## src/rtl/bcd_to_binary_converter_if.sv

```systemverilog
// rtl/bcd_to_binary_converter_if.sv - start/ready/done handshake and result bundle for the BCD-to-binary converter
interface bcd_to_binary_converter_if #(
    parameter int DIGITS = 10,
    parameter int WIDTH  = 32
);
    logic                start_i;
    logic [4*DIGITS-1:0] BCD_i;
    logic                ready_o;
    logic                done_o;
    logic [WIDTH-1:0]    binary_o;
    logic                overflow_o;
    logic                invalid_o;

    modport master (
        output start_i, BCD_i,
        input  ready_o, done_o, binary_o, overflow_o, invalid_o
    );

    modport slave (
        input  start_i, BCD_i,
        output ready_o, done_o, binary_o, overflow_o, invalid_o
    );
endinterface

```

## src/rtl/bcd_to_binary_converter.sv

```systemverilog
// rtl/bcd_to_binary_converter.sv - sequential packed-BCD to binary converter, one digit per clock, MSD first
module bcd_to_binary_converter #(
    parameter int DIGITS = 10,
    parameter int WIDTH  = 32
) (
    input  logic                      clk_i,
    input  logic                      reset_ni,
    bcd_to_binary_converter_if.slave  bus
);
    localparam int ACCW = WIDTH + 4;
    localparam int IDXW = (DIGITS > 1) ? $clog2(DIGITS) : 1;

    typedef enum logic [1:0] {IDLE, CONVERT, DONE} state_t;

    state_t              state, state_n;
    logic [4*DIGITS-1:0] bcd_q, bcd_n;
    logic [ACCW-1:0]     acc, acc_n;
    logic [IDXW-1:0]     idx, idx_n;
    logic                ovf, ovf_n;
    logic                inv, inv_n;
    logic [WIDTH-1:0]    binary, binary_n;
    logic                overflow, overflow_n;
    logic                invalid, invalid_n;

    logic [3:0]          digit;
    logic [ACCW-1:0]     product;
    logic                step_ovf;
    logic [ACCW-1:0]     step_acc;
    logic                ovf_acc;
    logic                inv_acc;

    assign digit    = 4'(bcd_q >> {idx, 2'b00});
    assign product  = (acc << 3) + (acc << 1) + ACCW'(digit);
    assign step_ovf = |product[ACCW-1:WIDTH];
    // Clamp to 2^WIDTH so repeated *10 can never wrap back into range
    assign step_acc = step_ovf ? {4'b0001, {WIDTH{1'b0}}} : product;
    assign ovf_acc  = ovf | step_ovf;
    assign inv_acc  = inv | (digit > 4'd9);

    always_ff @(posedge clk_i or negedge reset_ni) begin
        if (!reset_ni) begin
            state    <= IDLE;
            bcd_q    <= '0;
            acc      <= '0;
            idx      <= '0;
            ovf      <= 1'b0;
            inv      <= 1'b0;
            binary   <= '0;
            overflow <= 1'b0;
            invalid  <= 1'b0;
        end else begin
            state    <= state_n;
            bcd_q    <= bcd_n;
            acc      <= acc_n;
            idx      <= idx_n;
            ovf      <= ovf_n;
            inv      <= inv_n;
            binary   <= binary_n;
            overflow <= overflow_n;
            invalid  <= invalid_n;
        end
    end

    always_comb begin
        state_n    = state;
        bcd_n      = bcd_q;
        acc_n      = acc;
        idx_n      = idx;
        ovf_n      = ovf;
        inv_n      = inv;
        binary_n   = binary;
        overflow_n = overflow;
        invalid_n  = invalid;
        case (state)
            IDLE: begin
                if (bus.start_i) begin
                    bcd_n   = bus.BCD_i;
                    acc_n   = '0;
                    idx_n   = IDXW'(DIGITS - 1);
                    ovf_n   = 1'b0;
                    inv_n   = 1'b0;
                    state_n = CONVERT;
                end
            end
            CONVERT: begin
                acc_n = step_acc;
                ovf_n = ovf_acc;
                inv_n = inv_acc;
                idx_n = idx - 1'b1;
                if (idx == '0) begin
                    state_n    = DONE;
                    invalid_n  = inv_acc;
                    overflow_n = ovf_acc;
                    if (inv_acc)
                        binary_n = '0;
                    else if (ovf_acc)
                        binary_n = '1;
                    else
                        binary_n = step_acc[WIDTH-1:0];
                end
            end
            DONE:    state_n = IDLE;
            default: state_n = IDLE;
        endcase
    end

    assign bus.ready_o    = (state == IDLE);
    assign bus.done_o     = (state == DONE);
    assign bus.binary_o   = binary;
    assign bus.overflow_o = overflow;
    assign bus.invalid_o  = invalid;
endmodule
```

## src/flat_wrapper.sv

```systemverilog
// flat-port wrapper written by rule: the top's interface ports become plain ports
module bcd_to_binary_converter_flat 
#(
    parameter int DIGITS = 10,
    parameter int WIDTH  = 32
)
  (clk_i, reset_ni, bus_start_i, bus_BCD_i, bus_ready_o, bus_done_o, bus_binary_o, bus_overflow_o, bus_invalid_o);
  bcd_to_binary_converter_if #(.DIGITS(DIGITS), .WIDTH(WIDTH)) bus_i ();
  input  logic clk_i;
  input  logic reset_ni;
  input wire logic [$bits(bus_i.start_i)-1:0] bus_start_i;
  input wire logic [$bits(bus_i.BCD_i)-1:0] bus_BCD_i;
  output wire logic [$bits(bus_i.ready_o)-1:0] bus_ready_o;
  output wire logic [$bits(bus_i.done_o)-1:0] bus_done_o;
  output wire logic [$bits(bus_i.binary_o)-1:0] bus_binary_o;
  output wire logic [$bits(bus_i.overflow_o)-1:0] bus_overflow_o;
  output wire logic [$bits(bus_i.invalid_o)-1:0] bus_invalid_o;
  assign bus_i.start_i = bus_start_i;
  assign bus_i.BCD_i = bus_BCD_i;
  assign bus_ready_o = bus_i.ready_o;
  assign bus_done_o = bus_i.done_o;
  assign bus_binary_o = bus_i.binary_o;
  assign bus_overflow_o = bus_i.overflow_o;
  assign bus_invalid_o = bus_i.invalid_o;
  bcd_to_binary_converter #(.DIGITS(DIGITS), .WIDTH(WIDTH)) u_core (.clk_i(clk_i), .reset_ni(reset_ni), .bus(bus_i));
endmodule
```

## config.mk

```make
export PLATFORM = sky130hd
export DESIGN_NAME = bcd_to_binary_converter_flat
export DESIGN_NICKNAME = d
export VERILOG_FILES = /design/src/rtl/bcd_to_binary_converter_if.sv /design/src/rtl/bcd_to_binary_converter.sv /design/src/flat_wrapper.sv
export SDC_FILE = /design/constraint.sdc
export NUM_CORES = 1
export LEC_CHECK = 0
export ABC_CLOCK_PERIOD_IN_PS = 4100
export CAP_MARGIN = 20
export CORE_UTILIZATION = 25
export CTS_CLUSTER_SIZE = 8
export DETAILED_ROUTE_END_ITERATION = 7
export MAX_ROUTING_LAYER = met4
export SLEW_MARGIN = 20
export SYNTH_ARGS = -nofsm -noshare
export SYNTH_HDL_FRONTEND = slang
export SYNTH_SLANG_ARGS = --single-unit
```

## constraint.sdc

```tcl
create_clock -name clk_i -period 4.1 [get_ports clk_i]
set_input_delay 0.615 -clock clk_i [delete_from_list [all_inputs] [get_ports clk_i]]
set_output_delay 0.615 -clock clk_i [all_outputs]
set_load 0.005 [all_outputs]
```

### Word-level counts from Yosys, hierarchy flattened

Index checks and enable logic that the tools add are counted.

| word-level totals | value |
|---|---|
| flip-flop bits (word level) | 117 |
| output and inout port bits | 36 |

| cells by class | value |
|---|---|
| reductions and logical operators | 8 |
| bitwise logic cells | 2 |
| equal/unequal tests | 4 |
| $add $sub $neg | 3 |
| mux-type cells | 13 |
| shift-type cells | 1 |
| magnitude comparators | 1 |

Operator list:

| kind | count |
|---|---|
| two-way mux 35 bit | 2 |
| case mux 35 bit (2 select lines) | 1 |
| two-way mux 32 bit | 2 |
| >> shifter 40 x 6 -> 4 bit | 1 |
| adder 36 bit | 1 |
| adder 36 x 4 -> 36 bit | 1 |
| case mux 4 bit (2 select lines) | 1 |
| AND reduction 2 bit | 4 |
| greater-than comparator 4 bit, second input constant | 1 |
| logical NOT 4 bit | 1 |
| two-way mux 2 bit | 2 |
| two-way mux 4 bit | 1 |
| case mux 1 bit (2 select lines) | 2 |
| case mux 2 bit (2 select lines) | 1 |
| OR reduction 4 bit | 1 |
| subtractor 4 x 1 -> 4 bit, second input constant | 1 |
| == test 2 x 1 -> 1 bit, second input constant | 1 |
| == test 2 bit, second input constant | 1 |
| logical NOT 2 bit | 1 |
| != test 2 x 1 -> 1 bit, second input constant | 1 |
| != test 2 bit, second input constant | 1 |
| OR 1 bit | 2 |
| nonzero test 2 bit | 1 |
| two-way mux 1 bit | 1 |

### Depth between registers and ports, before layout

| depth | value |
|---|---|
| depth after elaboration | 6 |
| depth in mapped cells | 20 |

### Worst setup path before layout

No wires, ideal clock.

| path | value |
|---|---|
| path kind | reg-to-reg |
| start point | reg u_core.idx[1] |
| end point | reg u_core.binary[16], in the netlist u_core.bus.binary_o[16] |
| path buffers | 3 |
| period minus slack after synthesis | 4.391 ns |
| cell stages (with the launch flop) | 18 |
| path slack | -0.291 ns |
| library setup time | 0.141 ns |
| required time | 3.959 ns |
| arrival | 4.251 ns |
| cell sequence | dfrtp_1 -> clkbuf_1 -> buf_1 -> mux2i_1 -> o221ai_1 -> o21ai_1 -> fa_1 -> fa_1 -> nor2b_1 -> o2111ai_1 -> a21o_1 -> a21o_1 -> o31ai_2 -> a211oi_2 -> xnor2_4 -> nor4_4 -> buf_2 -> a31oi_1 |

| between the ends | value |
|---|---|
| longest elaborated chain between the ends | 6 |
| elaborated cells on any way between the ends | 11 |
| classes of those cells | add/sub (1); order compare (1); shift (1); mux (3); bitwise (2); reduce/logical (3) |

RTL lines:

| what | RTL line | RTL |
|---|---|---|
| start: declaration | bcd_to_binary_converter.sv:18 | `logic [IDXW-1:0] idx, idx_n;` |
| start signal: assignment | bcd_to_binary_converter.sv:55 | `idx <= idx_n;` |
| >> shifter 40 x 6 -> 4 bit | bcd_to_binary_converter.sv:32 | `assign digit = 4'(bcd_q >> {idx, 2'b00});` |
| adder 36 x 4 -> 36 bit | bcd_to_binary_converter.sv:33 | `assign product = (acc << 3) + (acc << 1) + ACCW'(digit);` |
| OR reduction 4 bit | bcd_to_binary_converter.sv:34 | `assign step_ovf = \|product[ACCW-1:WIDTH];` |
| two-way mux 35 bit or OR 1 bit (tied branches) | bcd_to_binary_converter.sv:36, bcd_to_binary_converter.sv:37 |  |
| two-way mux 32 bit | bcd_to_binary_converter.sv:96 | `else if (ovf_acc)` |
| two-way mux 32 bit | bcd_to_binary_converter.sv:94 | `if (inv_acc)` |
| end signal: assignment | bcd_to_binary_converter.sv:58 | `binary <= binary_n;` |
| end: declaration | bcd_to_binary_converter.sv:21 | `logic [WIDTH-1:0] binary, binary_n;` |

Parallel ways exist; a longest one is shown, timed or not.
A chain may end at the register's enable or synchronous reset.

### Worst setup path after layout

| path | value |
|---|---|
| start point | reg u_core.idx[0] |
| end point | reg u_core.acc[0] |

| between the ends | value |
|---|---|
| longest elaborated chain between the ends | 5 |

RTL lines:

| what | RTL line | RTL |
|---|---|---|
| >> shifter 40 x 6 -> 4 bit * | bcd_to_binary_converter.sv:32 |  |
| adder 36 x 4 -> 36 bit * | bcd_to_binary_converter.sv:33 |  |
| OR reduction 4 bit | bcd_to_binary_converter.sv:34 |  |
| two-way mux 35 bit * | bcd_to_binary_converter.sv:36 | `assign step_acc = step_ovf ? {4'b0001, {WIDTH{1'b0}}} : product;` |
| case mux 35 bit (2 select lines) * | bcd_to_binary_converter.sv:74 | `case (state)` |
| end signal: assignment | bcd_to_binary_converter.sv:54 | `acc <= acc_n;` |
| end: declaration | bcd_to_binary_converter.sv:17 | `logic [ACCW-1:0] acc, acc_n;` |

Every way passes the cells marked *; elsewhere a longest branch is shown, timed or not.

==> run metrics <==
sequential share of the synthesized area 0.392; Final Skew 9.18 ps; overall routed net length 21.5 mm; io pins 79; Critical Path, Cell by Cell mux4_2 > nand2_2 > o21ai_2 > o21ai_2 > fa_1 > fa_2 > nor2b_4 > o2111ai_4 > a21o_1 > a21o_1 > o31ai_4 > a211oi_4 > xnor2_4 > nor2_4 > buf_8 > a22o_1; distinct cell type count after synthesis 76; vias per inst 4.83; Synth top area share 0.392; total core area 29100 um2; mapped cell area 7470 um2; CP Launch Point u_core.idx[0]$_DFFE_PN0P_; Critical path destination u_core.acc[0]$_DFFE_PN0P_; gr usage total 0.150; CP required 4420 ps; fin util 0.334; Worst-path clk slew 60 ps; Reg2Reg Depth 16; number of synthesized flops with an enable pin 0; layout cells sized above 1 0.149; CP endpoint kind flip-flop; predominant post-synthesis flop cell dfrtp_1; Slew Limit Fails 0; Post-synth top cells nand2_1, dfrtp_1, a21oi_1; pin count of the biggest net entering global routing 43; antenna violations before repair 0; gpl congestion 0.893; CTS tree done; Hold Violations, Final 0; DIE WIDTH 175 um; worst-margin pin slew 940 ps; worst skew pair latency 430 ps; # setup viols final 59; CTS H-tree depth 4; crit path launch type flip-flop; Slew headroom 0.372; Synth area leader dfrtp_1; CTS Root Cell clkbuf_16; Initial Util 0.257; CTS sink cnt 117; Via Count 6370; crit-path max FO 13; worst setup margin -101 ps; die area 30600 um2; Reg2Reg Setup Slack -100 ps; count leader, synth nand2_1; DRC 0; syn avg cell area 9.18 um2; Port Buffers 78; Pleak 4.51 nW; crit share post-route 1.02; pwr/cell area 767 nW/um2; Fmax 0.238 GHz; routed length per instance 16.3 um; crit path max-delay cell type mux4_2; iteration count of the initial detailed-routing pass 5; slowest stage delay, CP 520 ps; setup repair after global routing missed its margin true; worst r2r src u_core.idx[0]$_DFFE_PN0P_; share of flip-flops with an asynchronous set or reset 1.00; first-pass GRT wire length 34.8 mm; DR iter-0 viols 384; Final nets 1033; die height 175 um; largest cells by area after synthesis dfrtp_1, ha_1, nand2_1; status finished, violations left; Arrival @ worst endpoint 4520 ps; antenna cells 0; failing checks negative setup slack; Final min period 4200 ps; Longest Clk Path Bufs 2; Mapped Cells 814; ANT nets after route 0; dpl hpwl 15.7 mm; Final Cell Area 9720 um2; CTS Buf Count 17; Crit Reg-Reg Endpoint u_core.acc[0]$_DFFE_PN0P_; syn nets 926; vias in the first global route 6547; Cell Area, Placed 8950 um2; cell row count 62; yosys warns 0; Area Overhead vs Synth 30.1%; Seq cells post-synth 117; Worst VDD drop 0.000407 V; GRT overflow 0; Hold WC Path Type in2async; critical path class reg2reg; MaxCap Viol Count 0
==> sequential cells by signal, indices dropped and copies added, names as in the netlist <==
signal                 count
u_core.bus.overflow_o      1
u_core.state               2
u_core.acc                35
u_core.idx                 4
u_core.bus.invalid_o       1
u_core.inv                 1
u_core.ovf                 1
u_core.bus.binary_o       32
u_core.bcd_q              40
==> area by class of cell <==
class	count	area [um2]
Fill cell	3019	19400
Multi-Input combinational cell	635	4370
Sequential cell	117	2930
Timing Repair Buffer	132	1280
Tap cell	384	480
Clock buffer	19	443
Clock inverter	13	149
Inverter	18	67.6
==> cells by family after synthesis <==
group | count (synthesis) | synth area share
simple gates | 286 | 0.174
compound gates | 232 | 0.205
flops | 117 | 0.392
fa+ha+maj | 69 | 0.118
buf+inv | 62 | 0.0422
xor+xnor | 30 | 0.0377
mux | 18 | 0.0308
==> per-stage QoR <==
stage | std cells | TNS [ps] | power [mW] | worst slack (ps) | hold WS, ps
detailed placement | 1283 | -9510 | 5.68 | -244 | 462
global route | 1318 | -14980 | 7.99 | -280 | 176
finish | 1318 | -2730 | 7.46 | -101 | 141
global placement | 1283 | -4370 | 5.62 | -152 | 457
floorplan | 814 | -240 | 4.22 | -24.0 | 319
CTS | 1316 | -2110 | 7.32 | -74.8 | 157
==> per-layer routing <==
layer,vias to the layer above,track usage,part of all wire
met5,-,-,0
met4,0,0.0413,0.015
met3,23,0.0326,0.042
met2,134,0.226,0.46
met1,3074,0.201,0.49
li1,3139,-,-
==> worst min-delay path by stage <==
stage,startpoint,endpoint,slack [ps]
after floorplan,reset_ni,u_core.acc[0]$_DFFE_PN0P_,320
final,reset_ni,u_core.bus.binary_o[27]$_DFFE_PN0P_,140
after detailed placement,u_core.bcd_q[8]$_DFFE_PN0P_,u_core.bcd_q[8]$_DFFE_PN0P_,460
after global routing,reset_ni,u_core.acc[19]$_DFFE_PN0P_,180
after CTS,reset_ni,u_core.bus.binary_o[27]$_DFFE_PN0P_,160
after global placement,u_core.bcd_q[29]$_DFFE_PN0P_,u_core.bcd_q[29]$_DFFE_PN0P_,460
==> critical path, delay by kind of cell, from the launching register on <==
kind,cells,cell delay [ps]
AOI/OAI and AO/OA,8,1430
adders and majority gates,2,870
muxes,1,520
DFF,1,410
and+or+nand+nor,3,370
xor gates and xnor gates,1,310
buffers and inverters,1,180
==> timing repair <==
| item | CTS | global route |
|---|---|---|
| cloned | 0 | 1 |
| setup buffers | 1 | 1 |
| gates resized for setup | 14 | 21 |
| setup endpoints to repair | 67 | 67 |
| pin swaps | 6 | 21 |
| hold buffers | 0 | 0 |
==> power breakdown <==
part           internal, mW  switching [mW]  leakage (nW)
Combinational          1.84            2.12          2.76
Sequential             1.64           0.350          1.47
Clock                 0.917           0.596         0.281
==> layout by cell type (no fill, tap or decap), drive strengths merged, types with 14 or more instances in the layout <==
master	netlist	routed
nand2	167	167
a22o	31	31
o21ai	32	32
xor2	17	17
nor2	35	35
inv	17	20
a21oi	89	89
ha	67	67
dfrtp	117	117
nor3	31	31
a31oi	17	17
buf	14	54
clkbuf	29	20
clkdlybuf4s50	0	77
mux2i	14	14
a21o	18	18
Note: power is estimated with default switching activity, not from simulation.
